### src/rtl/add_req_initiator.sv
// add_req_initiator
//   Initiator side of the single-cycle start/valid adder protocol. Operand
//   pairs are queued in a small FIFO. One request at a time goes to the adder,
//   and the response (or a timeout error) is returned to the consumer.
//
// Ports
//   clk, rst_n            clock, asynchronous active-low reset
//   in_valid/in_ready     operand push handshake (in_a, in_b)
//   req_start, req_a/b    one-cycle request pulse and registered operands
//   rsp_valid, rsp_y      adder response (expected one cycle after req_start)
//   out_valid/out_ready   result handshake (out_sum, out_err)
//   proto_err             sticky flag: rsp_valid arrived outside WAIT
//   busy                  FSM not idle or FIFO not empty
//   dbg_state             current FSM state, for observation only
//
// Handshakes: a transfer happens on a rising clk edge where valid && ready.
//   The sender holds valid and its data stable until that transfer happens.
//   valid never depends combinationally on ready. in_ready comes from the
//   registered FIFO count only, and out_valid comes from the registered state.
module add_req_initiator #(
  parameter int W       = 20,
  parameter int DEPTH   = 4,
  parameter int TIMEOUT = 8
) (
  input  logic         clk,
  input  logic         rst_n,
  input  logic         in_valid,
  output logic         in_ready,
  input  logic [W-1:0] in_a,
  input  logic [W-1:0] in_b,
  output logic         req_start,
  output logic [W-1:0] req_a,
  output logic [W-1:0] req_b,
  input  logic         rsp_valid,
  input  logic [W-1:0] rsp_y,
  output logic         out_valid,
  input  logic         out_ready,
  output logic [W-1:0] out_sum,
  output logic         out_err,
  output logic         proto_err,
  output logic         busy,
  output logic [1:0]   dbg_state
);

  localparam int PTR_W = $clog2(DEPTH);
  localparam int CNT_W = $clog2(DEPTH + 1);
  localparam int TMR_W = $clog2(TIMEOUT);
  localparam logic [CNT_W-1:0] FULL_CNT = CNT_W'(DEPTH);
  localparam logic [TMR_W-1:0] TMR_LAST = TMR_W'(TIMEOUT - 1);

  typedef enum logic [1:0] {IDLE, ISSUE, WAIT, RESP} state_e;

  state_e           state_q, state_d;
  logic [PTR_W-1:0] wr_ptr_q, wr_ptr_d, rd_ptr_q, rd_ptr_d;
  logic [CNT_W-1:0] count_q, count_d;
  logic [TMR_W-1:0] timer_q, timer_d;
  logic [W-1:0]     req_a_q, req_a_d, req_b_q, req_b_d;
  logic [W-1:0]     out_sum_q, out_sum_d;
  logic             out_err_q, out_err_d;
  logic             proto_err_q, proto_err_d;
  logic             push, pop;

  logic [W-1:0] mem_a [DEPTH];
  logic [W-1:0] mem_b [DEPTH];

  assign in_ready = (count_q != FULL_CNT);
  assign push     = in_valid && in_ready;

  // FIFO storage has no reset; the emptied count makes stale entries unreachable.
  always_ff @(posedge clk) begin
    if (push) begin
      mem_a[wr_ptr_q] <= in_a;
      mem_b[wr_ptr_q] <= in_b;
    end
  end

  always_comb begin
    state_d     = state_q;
    timer_d     = timer_q;
    req_a_d     = req_a_q;
    req_b_d     = req_b_q;
    out_sum_d   = out_sum_q;
    out_err_d   = out_err_q;
    proto_err_d = proto_err_q;
    pop         = 1'b0;

    case (state_q)
      IDLE: begin
        if (count_q != '0) begin
          req_a_d = mem_a[rd_ptr_q];
          req_b_d = mem_b[rd_ptr_q];
          pop     = 1'b1;
          state_d = ISSUE;
        end
      end
      ISSUE: begin
        timer_d = '0;
        state_d = WAIT;
      end
      WAIT: begin
        // A response in the last allowed cycle still counts as success.
        if (rsp_valid) begin
          out_sum_d = rsp_y;
          out_err_d = 1'b0;
          state_d   = RESP;
        end else if (timer_q == TMR_LAST) begin
          out_sum_d = '0;
          out_err_d = 1'b1;
          state_d   = RESP;
        end else begin
          timer_d = timer_q + 1'b1;
        end
      end
      RESP: begin
        if (out_ready) state_d = IDLE;
      end
      default: state_d = IDLE;
    endcase

    // A response outside WAIT is flagged, and its data is dropped.
    if (rsp_valid && (state_q != WAIT)) proto_err_d = 1'b1;
  end

  always_comb begin
    wr_ptr_d = push ? wr_ptr_q + 1'b1 : wr_ptr_q;
    rd_ptr_d = pop  ? rd_ptr_q + 1'b1 : rd_ptr_q;
    count_d  = count_q;
    case ({push, pop})
      2'b10:   count_d = count_q + 1'b1;
      2'b01:   count_d = count_q - 1'b1;
      default: count_d = count_q;
    endcase
  end

  always_ff @(posedge clk or negedge rst_n) begin
    if (!rst_n) begin
      state_q     <= IDLE;
      wr_ptr_q    <= '0;
      rd_ptr_q    <= '0;
      count_q     <= '0;
      timer_q     <= '0;
      req_a_q     <= '0;
      req_b_q     <= '0;
      out_sum_q   <= '0;
      out_err_q   <= 1'b0;
      proto_err_q <= 1'b0;
    end else begin
      state_q     <= state_d;
      wr_ptr_q    <= wr_ptr_d;
      rd_ptr_q    <= rd_ptr_d;
      count_q     <= count_d;
      timer_q     <= timer_d;
      req_a_q     <= req_a_d;
      req_b_q     <= req_b_d;
      out_sum_q   <= out_sum_d;
      out_err_q   <= out_err_d;
      proto_err_q <= proto_err_d;
    end
  end

  assign req_start = (state_q == ISSUE);
  assign req_a     = req_a_q;
  assign req_b     = req_b_q;
  assign out_valid = (state_q == RESP);
  assign out_sum   = out_sum_q;
  assign out_err   = out_err_q;
  assign proto_err = proto_err_q;
  assign busy      = (state_q != IDLE) || (count_q != '0);
  assign dbg_state = state_q;

endmodule

### config.mk
export PLATFORM = sky130hd
export DESIGN_NAME = add_req_initiator
export DESIGN_NICKNAME = d
export VERILOG_FILES = /design/src/rtl/add_req_initiator.sv
export SDC_FILE = /design/constraint.sdc
export NUM_CORES = 1
export LEC_CHECK = 0
export CAP_MARGIN = 20
export CORE_MARGIN = 2
export CORE_UTILIZATION = 30
export DETAILED_ROUTE_END_ITERATION = 8
export GPL_TIMING_DRIVEN = 0
export SLEW_MARGIN = 20
export SYNTH_ARGS = -nofsm -noshare
export SYNTH_HDL_FRONTEND = slang
export SYNTH_SLANG_ARGS = --single-unit
### constraint.sdc
create_clock -name clk -period 6.8 [get_ports clk]
set_input_delay 1.36 -clock clk [delete_from_list [all_inputs] [get_ports clk]]
set_output_delay 1.36 -clock clk [all_outputs]
set_load 0.01 [all_outputs]
==> reports/qor.csv, run 1 <==
stage,metric,value,unit
run_status,status,completed,
critical_path,worst_path_max_delay_cell,clkdlybuf4s50_1,
global_route,grt_util_all_layers,12.30,%
finish,final_core_utilization,39.90,%
cts,cts.sinks,234,
routing,via_count,4692,
finish,mostFrequentLayoutCells,"edfxtp_1, clkdlybuf4s50_1, nand2_1, dfrtp_1, mux4_2",
synthesis,synth_edf_count,160,
cts,insertion_delay,0.52,ns
synthesis,ys_types,31,
place,dpl_worst_slack,3.557,ns
place,dp_hpwl,11220,µm
synthesis,ys_ff_latch,234,
power,leakagePower,4.303,nW
finish,layout_commonest_cell,edfxtp_1,
routing,postRouteAntennaNets,0,
finish,diodes,0,
cts,cts_hold_buf,0,
finish,syn_to_final_growth,30.82,%
cts,cts_setup_buffers,0,
timing,clock_skew,0.01540,ns
routing,drtPass1Iterations,4,
finish,fin_nets,736,
die,die_area,30650,µm²
cts,cts-root-buf,clkbuf_16,
timing,tightest_slew,0.8364,ns
finish,drive_gt1_share,15.49,%
timing,setup-tns-final,0,ns
die,die_w,175.1,µm
place,placement.io_buffers,132,
place,gp_congestion,0.6998,
critical_path,crit_fanout,6,
global_route,grt_max_degree,41,
routing,drtIter0Drc,180,
timing,setup_violations,0,
global_route,grt_pass1_vias,4999,
synthesis,syn-num-nets,575,
synthesis,ys_seq_area_share,75.83,%
timing,hold_viol_final,0,
synthesis,synth_flop_cell,edfxtp_1,
global_route,grt_first_pass_wirelength,29100,µm
cts,numCtsBuffers,26,
cts,path_clk_slew,0.05,ns
critical_path,crit_required,5.44,ns
routing,routedWlPerCell,17.39,µm
job,drv_cap,0,
timing,fin_crit_sh,48.80,%
routing,drc_errors,0,
timing,report.final.slew_viol_count,0,
timing,max_freq,0.3013,GHz
synthesis,ys_warn_count,0,
global_route,overflow,0,
routing,wl,18460,µm
cts,cts_buffer_depth,3,
die,start_util,30.50,%
cts,cts_tree,yes,
critical_path,critPathKind,reg -> out,
synthesis,async_flop_share,31.62,%
synthesis,syn_area,8778,µm²
die,num_io_pins,133,
critical_path,cp_top_family,buffers and inverters,
cts,htree_levels,1,
timing,slew_headroom,43.90,%
cts,cts_resized,0,
power,ir_drop,0.2095,mV
die,core,28780,µm²
critical_path,cp-end-kind,primary output,
critical_path,start_kind,register,
worst_hold_path,hold_path.class,reg -> reg,
routing,via_per_inst,4.418,
timing,grt_setup_unrepaired,false,
synthesis,synth_cells,497,
power,powerDensity,455.1,nW/µm²
die,die_h,175.1,µm
critical_path,max_stage_delay,0.52,ns
global_route,antenna_found_initial,1,
timing,layout_min_cycle_time,3.319,ns
critical_path,cp_cell_sequence,or3b_4 -> clkdlybuf4s50_1,
critical_path,critPathBufInv,1,
synthesis,synth_area_per_cell,17.66,µm²
critical_path,cp_data_arrival_time,1.96,ns
die,core.rowCount,62,
timing,fin_ws,3.481,ns
-- power by group --
group	total, mW	internal [mW]	switching [mW]
registers	2.11	1.96	0.158
clock network	1.40	0.859	0.536
logic	1.72	0.858	0.859
-- Yosys cell counts (2+ instances only) --
master,count,area [µm²]
dfrtp_1,74,1852
and3_1,4,25.02
o22ai_1,3,18.77
edfxtp_1,160,4805
mux2_2,3,33.78
xnor2_1,5,43.79
mux2i_1,2,20.02
buf_2,11,55.05
clkbuf_1,7,26.28
nor2_1,3,11.26
inv_1,10,37.54
nand2_1,123,461.7
ha_1,12,150.1
mux4_2,40,900.9
a22oi_1,2,15.01
buf_4,4,30.03
a22o_1,20,175.2
-- logic make-up after synthesis --
logic type / synth area share (%)
AOI/OAI and AO/OA: 2.765
muxes: 10.88
and+or+nand+nor: 6.257
xor gates and xnor gates: 0.5986
DFF: 75.83
adders and majority gates: 1.938
buffers and inverters: 1.739
-- final cells by class --
type / instances / area (µm²)
fillers: 2630 / 17300
plain buffers: 22 / 111.4
inverters: 11 / 41.29
multi-input cells: 230 / 1989
well taps: 384 / 480.5
clock inverters: 11 / 125.1
repair buffers: 133 / 1346
clock buffers: 37 / 733.2
flip-flops and latches: 234 / 6656
-- final timing paths --
kind	from	endpoint	slack, ns	cells after the start
setup / recovery	count_q[0]	in_ready	3.48	2
hold / removal	proto_err	proto_err	0.45	1
setup reg to reg	count_q[0]	count_q[2]	3.87	8
hold reg to reg	proto_err	proto_err	0.45	1
max in group asynchronous	rst_n	req_b[4]	5.38	2
min in group asynchronous	rst_n	dbg_state[0]	0.82	1
-- routing by layer --
metal | global-route usage, % | part of all wire [%] | vias up
li1 | - | - | 2180
met2 | 20.04 | 47 | 123
met3 | 2.981 | 5.5 | 27
met5 | 0 | 0.065 | -
met1 | 16.69 | 46 | 2360
met4 | 2.917 | 1.6 | 2
-- stage by stage --
step	area [µm²]	std cells	hold slack, ns	power [mW]
CTS	11480	1062	0.4559	5.333
global placement	10580	1013	0.4427	3.892
detailed placement	10630	1014	0.4433	3.912
floorplan	8778	497	0.4932	3.134
finish	11480	1062	0.4535	5.226
global route	11480	1062	0.4948	5.564
-- flip-flops by register name, summed over array words and instances, names as in the netlist --
signal     flops
out_err        1
req_a         20
dbg_state      2
timer_q        3
mem_a         80
out_sum       20
req_b         20
rd_ptr_q       2
count_q        3
wr_ptr_q       2
proto_err      1
mem_b         80
Note: power is estimated with default switching activity, not from simulation.
==> inputs of run 2 (changes only) <==
Clock period 6.8 ns to 2.8 ns, I/O delays scaled along.
==> run 2 against run 1 <==
Hold slack got worse by 0.44 ns. Total power up 140%. Core utilization about the same. Critical path type unchanged. Critical endpoint unchanged. Largest cell class unchanged.
==> reports/qor.csv, run 2 (synthesis results as in run 1) <==
stage,metric,value,unit,change
run_status,status,completed,,unchanged
power,p_comb_share,32.8,%,was 32.9%
finish,n_fill_cell,2630,,unchanged
power,switching_share,29.79,%,was 29.71%
critical_path,critPathBufInv,1,,unchanged
timing,tightest_slew,0.6960,ns,was 0.8364 ns
power,ir_drop,0.5085,mV,was 0.2095 mV
timing,max_freq,0.3938,GHz,
timing,clock_skew,0.01444,ns,was 0.01540 ns
routing,drtIter0Drc,189,,was 180
cts,path_clk_slew,0.06,ns,was 0.05 ns
die,die_h,175.1,µm,unchanged
routing,drc_errors,0,,unchanged
timing,fin_ws,0.2608,ns,was 3.481 ns
cts,cts-root-buf,clkbuf_16,,unchanged
place,placement.io_buffers,132,,unchanged
critical_path,crit_end,in_ready,,unchanged
global_route,grt_pass1_vias,5000,,was 4999
routing,route.met2.wl,8777,µm,was 8647 µm
routing,met1_length,8334,µm,was 8496 µm
cts,cts.sinks,234,,unchanged
critical_path,timing.rr.end,count_q[2],,unchanged
global_route,grt_util_all_layers,12.34,%,was 12.30%
power,p_clk_share,26.7,%,about the same
job,drv_cap,0,,unchanged
routing,postRouteAntennaNets,0,,unchanged
cts,cts_buffer_depth,3,,unchanged
critical_path,cp_cell_sequence,or3b_4 -> clkdlybuf4s50_1,,unchanged
critical_path,r2r_slack,0.35,ns,was 3.87 ns
timing,layout_min_cycle_time,2.539,ns,
finish,fin_cells,1061,,was 1062
power,powerDensity,1106,nW/µm²,was 455.1 nW/µm²
critical_path,max_stage_delay,0.52,ns,about the same
power,seqPwrFrac,40.5,%,was 40.4%
global_route,grt_first_pass_wirelength,29180,µm,was 29100 µm
critical_path,crit_required,2.24,ns,was 5.44 ns
critical_path,cp-end-kind,primary output,,unchanged
power,p_switching,3.786,mW,was 1.553 mW
routing,via_per_inst,4.442,,was 4.418
critical_path,cp_top_family,buffers and inverters,,unchanged
timing,holdWs,0.01683,ns,was 0.4535 ns
cts,numCtsBuffers,26,,unchanged
place,dp.cells,1014,,unchanged
critical_path,critPathKind,reg -> out,,unchanged
finish,fin_area,11490,µm²,was 11480 µm²
routing,routedWlPerCell,17.45,µm,was 17.39 µm
critical_path,cp-startpoint,count_q[0],,unchanged
die,die_w,175.1,µm,unchanged
place,gp_congestion,0.6998,,unchanged
die,core,28780,µm²,unchanged
cts,cts_hold_buf,0,,unchanged
place,dp_hpwl,11220,µm,unchanged
finish,syn_to_final_growth,30.87,%,was 30.82%
cts,cts_tree,yes,,unchanged
timing,fin_crit_sh,90.69,%,
timing,slew_headroom,53.60,%,was 43.90%
routing,topRoutingLayerUsed,met5,,unchanged
die,core.rowCount,62,,unchanged
routing,wl,18510,µm,was 18460 µm
power,power.internal,8.922,mW,was 3.673 mW
routing,drtPass1Iterations,4,,unchanged
finish,fin_nets,735,,was 736
finish,layout_commonest_cell,edfxtp_1,,unchanged
finish,reg_top3,"mem_a (80), mem_b (80)",,unchanged
timing,setup-tns-final,0,ns,unchanged
finish,drive_gt1_share,15.51,%,was 15.49%
place,post_dp_cell_area,10630,µm²,unchanged
worst_hold_path,hold_path.class,in -> async,,was reg -> reg
global_route,overflow,0,,unchanged
timing,report.final.slew_viol_count,0,,unchanged
routing,met3WireLength,1106,µm,was 1009 µm
routing,via_count,4713,,was 4692
die,num_io_pins,133,,unchanged
timing,hold_viol_final,0,,unchanged
timing,setup_violations,0,,unchanged
critical_path,cp.depth,2,,unchanged
die,die_area,30650,µm²,unchanged
cts,htree_levels,1,,unchanged
critical_path,crit_fanout,6,,unchanged
place,dpl_worst_slack,-0.2871,ns,was 3.557 ns
critical_path,r2r_start,count_q[0],,unchanged
finish,mostFrequentLayoutCells,"edfxtp_1, clkdlybuf4s50_1, nand2_1, dfrtp_1, mux4_2",,unchanged
finish,diodes,0,,unchanged
critical_path,rr_worst_depth,7,,was 8
cts,insertion_delay,0.52,ns,about the same
critical_path,worst_path_max_delay_cell,clkdlybuf4s50_1,,unchanged
critical_path,start_kind,register,,unchanged
die,start_util,30.50,%,unchanged
global_route,antenna_found_initial,1,,unchanged
global_route,grt_max_degree,41,,unchanged
timing,grt_setup_unrepaired,false,,unchanged
critical_path,cp_data_arrival_time,1.98,ns,was 1.96 ns
power,leakagePower,4.303,nW,about the same
-- run 2: cell types whose count changed in the layout (fill, tap and decap cells not counted), sizes merged --
| cell | change |
|---|---|
| clkbuf | -1 |
-- run 2: per-stage QoR --
stage | total power, mW | util (%)
final | 12.71 | 39.92
after global routing | 13.53 | 39.92
after CTS | 12.96 | 39.92
after detailed placement | 9.499 | 36.92
after global placement | 9.453 | 36.76
after floorplan | 7.611 | -
-- run 2: routing by layer --
metal	vias up	GRT usage, %
met1	2371	16.73
li1	2178	-
met2	137	20.13
met4	2	2.917
met3	25	2.981
met5	-	0
-- run 2: worst min-delay path by stage --
stage	slack [ns]	cells past startpoint	end
3_3_place_gp	0.44	1	proto_err
2_1_floorplan	0.26	0	count_q[0]
5_1_grt	0.04	1	dbg_state[0]
3_5_place_dp	0.44	1	proto_err
6_report	0.02	1	dbg_state[0]
4_1_cts	0.02	1	dbg_state[0]
-- run 2: repair_timing --
action / in CTS / in global routing
buffers inserted: 0 / 0
setup endpoints to repair: 2 / 0
resized for setup: 1 / 0
-- run 2: power by group through the flow --
stage	combinational, mW	clock, mW	sequential [mW]
2_1_floorplan	2.26	0	5.35
3_3_place_gp	4.23	0	5.22
3_5_place_dp	4.29	0	5.21
4_1_cts	4.30	3.50	5.16
5_1_grt	4.62	3.66	5.25
6_report	4.17	3.39	5.14
-- run 2: final cells by class --
| type | count | area (µm²) | share of cell area (%) |
|---|---|---|---|
| Buffer | 21 | 107.6 | 0.9366 |
| Clock buffer | 37 | 733.2 | 6.382 |
| Clock inverter | 11 | 125.1 | 1.089 |
| Inverter | 11 | 41.29 | 0.3594 |
| Multi-Input combinational cell | 230 | 1998 | 17.39 |
| Sequential cell | 234 | 6656 | 57.94 |
| Tap cell | 384 | 480.5 | 4.182 |
| Timing Repair Buffer | 133 | 1346 | 11.72 |
==> inputs of run 3 (changes only) <==
Settings changed: CELL_PAD_IN_SITES_DETAIL_PLACEMENT from default to 1, CELL_PAD_IN_SITES_GLOBAL_PLACEMENT from default to 1, PLACE_DENSITY_LB_ADDON from default to 0.1, SKIP_CTS_REPAIR_TIMING from default to 1.
==> run 3 against run 2 <==
Hold slack improved by 0.44 ns. Sequential cell count stayed put. Design area increased by 1.3%. Via count increased by 2.2%. Clock skew decreased by 0.0084 ns. First-iteration DRC count is 3.7% higher. Non-clock buffer count rose by 5. Core utilization increased by 0.51 points. Register-to-register slack improved by 0.02 ns. Worst setup slack worse by 0.038 ns. Wire length rose by 8.6%.
==> reports/qor.csv, run 3 (synthesis results as in run 1) <==
stage,metric,value,unit,change
run_status,status,completed,,unchanged
routing,routedWlPerCell,18.85,µm,was 17.45 µm
place,dp_hpwl,12850,µm,was 11220 µm
routing,wl,20100,µm,was 18510 µm
routing,drtPass1Iterations,4,,unchanged
place,dpl_worst_slack,-0.1451,ns,was -0.2871 ns
timing,tightest_slew,0.5934,ns,was 0.6960 ns
critical_path,cp_data_arrival_time,2.02,ns,was 1.98 ns
finish,n_fill_cell,2863,,was 2630
timing,holdWs,0.4559,ns,was 0.01683 ns
cts,cts.sinks,234,,unchanged
timing,clock_skew,0.006077,ns,was 0.01444 ns
job,drv_cap,0,,unchanged
finish,fin_nets,740,,was 735
finish,mostFrequentLayoutCells,"edfxtp_1, clkdlybuf4s50_1, nand2_1, dfrtp_1, mux4_2",,unchanged
finish,regArea,6656,µm²,unchanged
cts,cts-root-buf,clkbuf_16,,unchanged
critical_path,crit_required,2.24,ns,about the same
finish,fin_cells,1066,,was 1061
timing,hold_viol_final,0,,unchanged
place,gp_congestion,0.7374,,was 0.6998
critical_path,rr_worst_depth,7,,unchanged
finish,syn_to_final_growth,32.55,%,was 30.87%
worst_hold_path,min_path_cells,1,,
power,leakagePower,4.366,nW,was 4.303 nW
finish,drive_gt1_share,17.16,%,was 15.51%
routing,via_count,4815,,was 4713
global_route,overflow,0,,unchanged
routing,drc_errors,0,,unchanged
finish,diodes,0,,unchanged
power,p_switching,3.947,mW,was 3.786 mW
global_route,antenna_found_initial,1,,unchanged
die,start_util,30.50,%,unchanged
finish,reg_top3,"mem_a (80), mem_b (80)",,unchanged
cts,numCtsBuffers,26,,unchanged
worst_hold_path,worstHoldEndpoint,proto_err,,
routing,via_per_inst,4.517,,was 4.442
cts,cts_tree,yes,,unchanged
die,die_w,175.1,µm,unchanged
timing,setup_violations,0,,unchanged
finish,multi_input_area,1998,µm²,unchanged
timing,grt_setup_unrepaired,false,,unchanged
place,dp.cells,1018,,was 1014
global_route,grt_first_pass_wirelength,32230,µm,was 29180 µm
critical_path,r2r_slack,0.37,ns,was 0.35 ns
routing,drtIter0Drc,196,,was 189
place,placement.io_buffers,132,,unchanged
routing,postRouteAntennaNets,0,,unchanged
power,ir_drop,0.3659,mV,was 0.5085 mV
global_route,grt_pass1_vias,5518,,was 5000
timing,report.final.slew_viol_count,0,,unchanged
critical_path,timing.rr.end,count_q[1],,was count_q[2]
power,p_comb_share,33.1,%,was 32.8%
timing,layout_min_cycle_time,2.578,ns,was 2.539 ns
die,die_h,175.1,µm,unchanged
critical_path,critPathKind,reg -> out,,unchanged
worst_hold_path,hp-start,proto_err,,
cts,htree_levels,1,,unchanged
critical_path,cp-end-kind,primary output,,unchanged
finish,layout_commonest_cell,edfxtp_1,,unchanged
finish,final_core_utilization,40.43,%,was 39.92%
power,powerDensity,1122,nW/µm²,was 1106 nW/µm²
die,core,28780,µm²,unchanged
global_route,grt_util_all_layers,13.69,%,was 12.34%
timing,max_freq,0.3880,GHz,was 0.3938 GHz
die,core.rowCount,62,,unchanged
timing,slew_headroom,60.44,%,was 53.60%
power,power.internal,9.107,mW,was 8.922 mW
die,num_io_pins,133,,unchanged
critical_path,crit_fanout,6,,unchanged
worst_hold_path,hold_path.class,reg -> reg,,was in -> async
global_route,grt_max_degree,51,,was 41
timing,fin_ws,0.2225,ns,was 0.2608 ns
cts,path_clk_slew,0.06,ns,about the same
power,switching_share,30.24,%,was 29.79%
cts,cts_buffer_depth,3,,unchanged
timing,fin_crit_sh,92.05,%,was 90.69%
critical_path,r2r_start,dbg_state[0],,was count_q[0]
power,seqPwrFrac,39.5,%,was 40.5%
power,p_clk_share,27.4,%,was 26.7%
cts,insertion_delay,0.52,ns,about the same
die,die_area,30650,µm²,unchanged
critical_path,start_kind,register,,unchanged
==> run 3: cell types whose count changed in the layout (fill, tap and decap cells not counted), sizes merged <==
cell	before	now
buf	17	21
bufinv	3	5
clkinv	8	13
clkinvlp	0	3
clkbuf	43	33
dlygate4sd3	0	1
==> run 3: layout make-up <==
class / count / area share, %
Multi-Input combinational cell: 230 / 17.17
Tap cell: 384 / 4.129
Timing Repair Buffer: 138 / 12.34
Sequential cell: 234 / 57.20
Clock inverter: 21 / 2.065
Clock buffer: 27 / 5.806
Buffer: 21 / 0.9247
Inverter: 11 / 0.3548
==> run 3: stage by stage <==
step	instance area (µm²)	setup TNS (ns)	total power [mW]
final	11640	0	13.05
after global routing	11640	0	13.90
after CTS	11620	-0.2883	13.35
after detailed placement	10710	-0.2408	9.686
after global placement	10580	-271.31	9.479
after floorplan	8778	0	7.611
==> run 3: how the worst max path moves through the flow <==
stage | startpoint | to | depth (start not counted)
floorplan | dbg_state[0] | count_q[1] | 8
global placement | rst_n | req_b[9] | 1
detailed placement | count_q[0] | count_q[2] | 8
CTS | count_q[0] | count_q[2] | 8
global route | count_q[0] | busy | 3
finish | count_q[0] | in_ready | 2
==> run 3: power by group through the flow <==
stage / Clock (mW) / Combinational (mW) / Sequential, mW
5_1_grt: 3.84 / 4.78 / 5.28
6_report: 3.58 / 4.32 / 5.16
2_1_floorplan: 0 / 2.26 / 5.35
3_3_place_gp: 0 / 4.27 / 5.21
4_1_cts: 3.70 / 4.48 / 5.17
3_5_place_dp: 0 / 4.45 / 5.24
==> run 3: layer usage <==
metal	up-vias	global-route usage, %	share of wire [%]
li1	2178	-	-
met1	2484	17.72	44
met2	127	23.63	50
met3	24	2.872	5.0
met4	2	3.194	1.4
met5	-	0	0.065
==> run 3: critical path, stage by stage, from the launching register on <==
cell,delay [ns]
dfrtp_1,0.48
or3b_4,0.47
clkdlybuf4s50_1,0.55
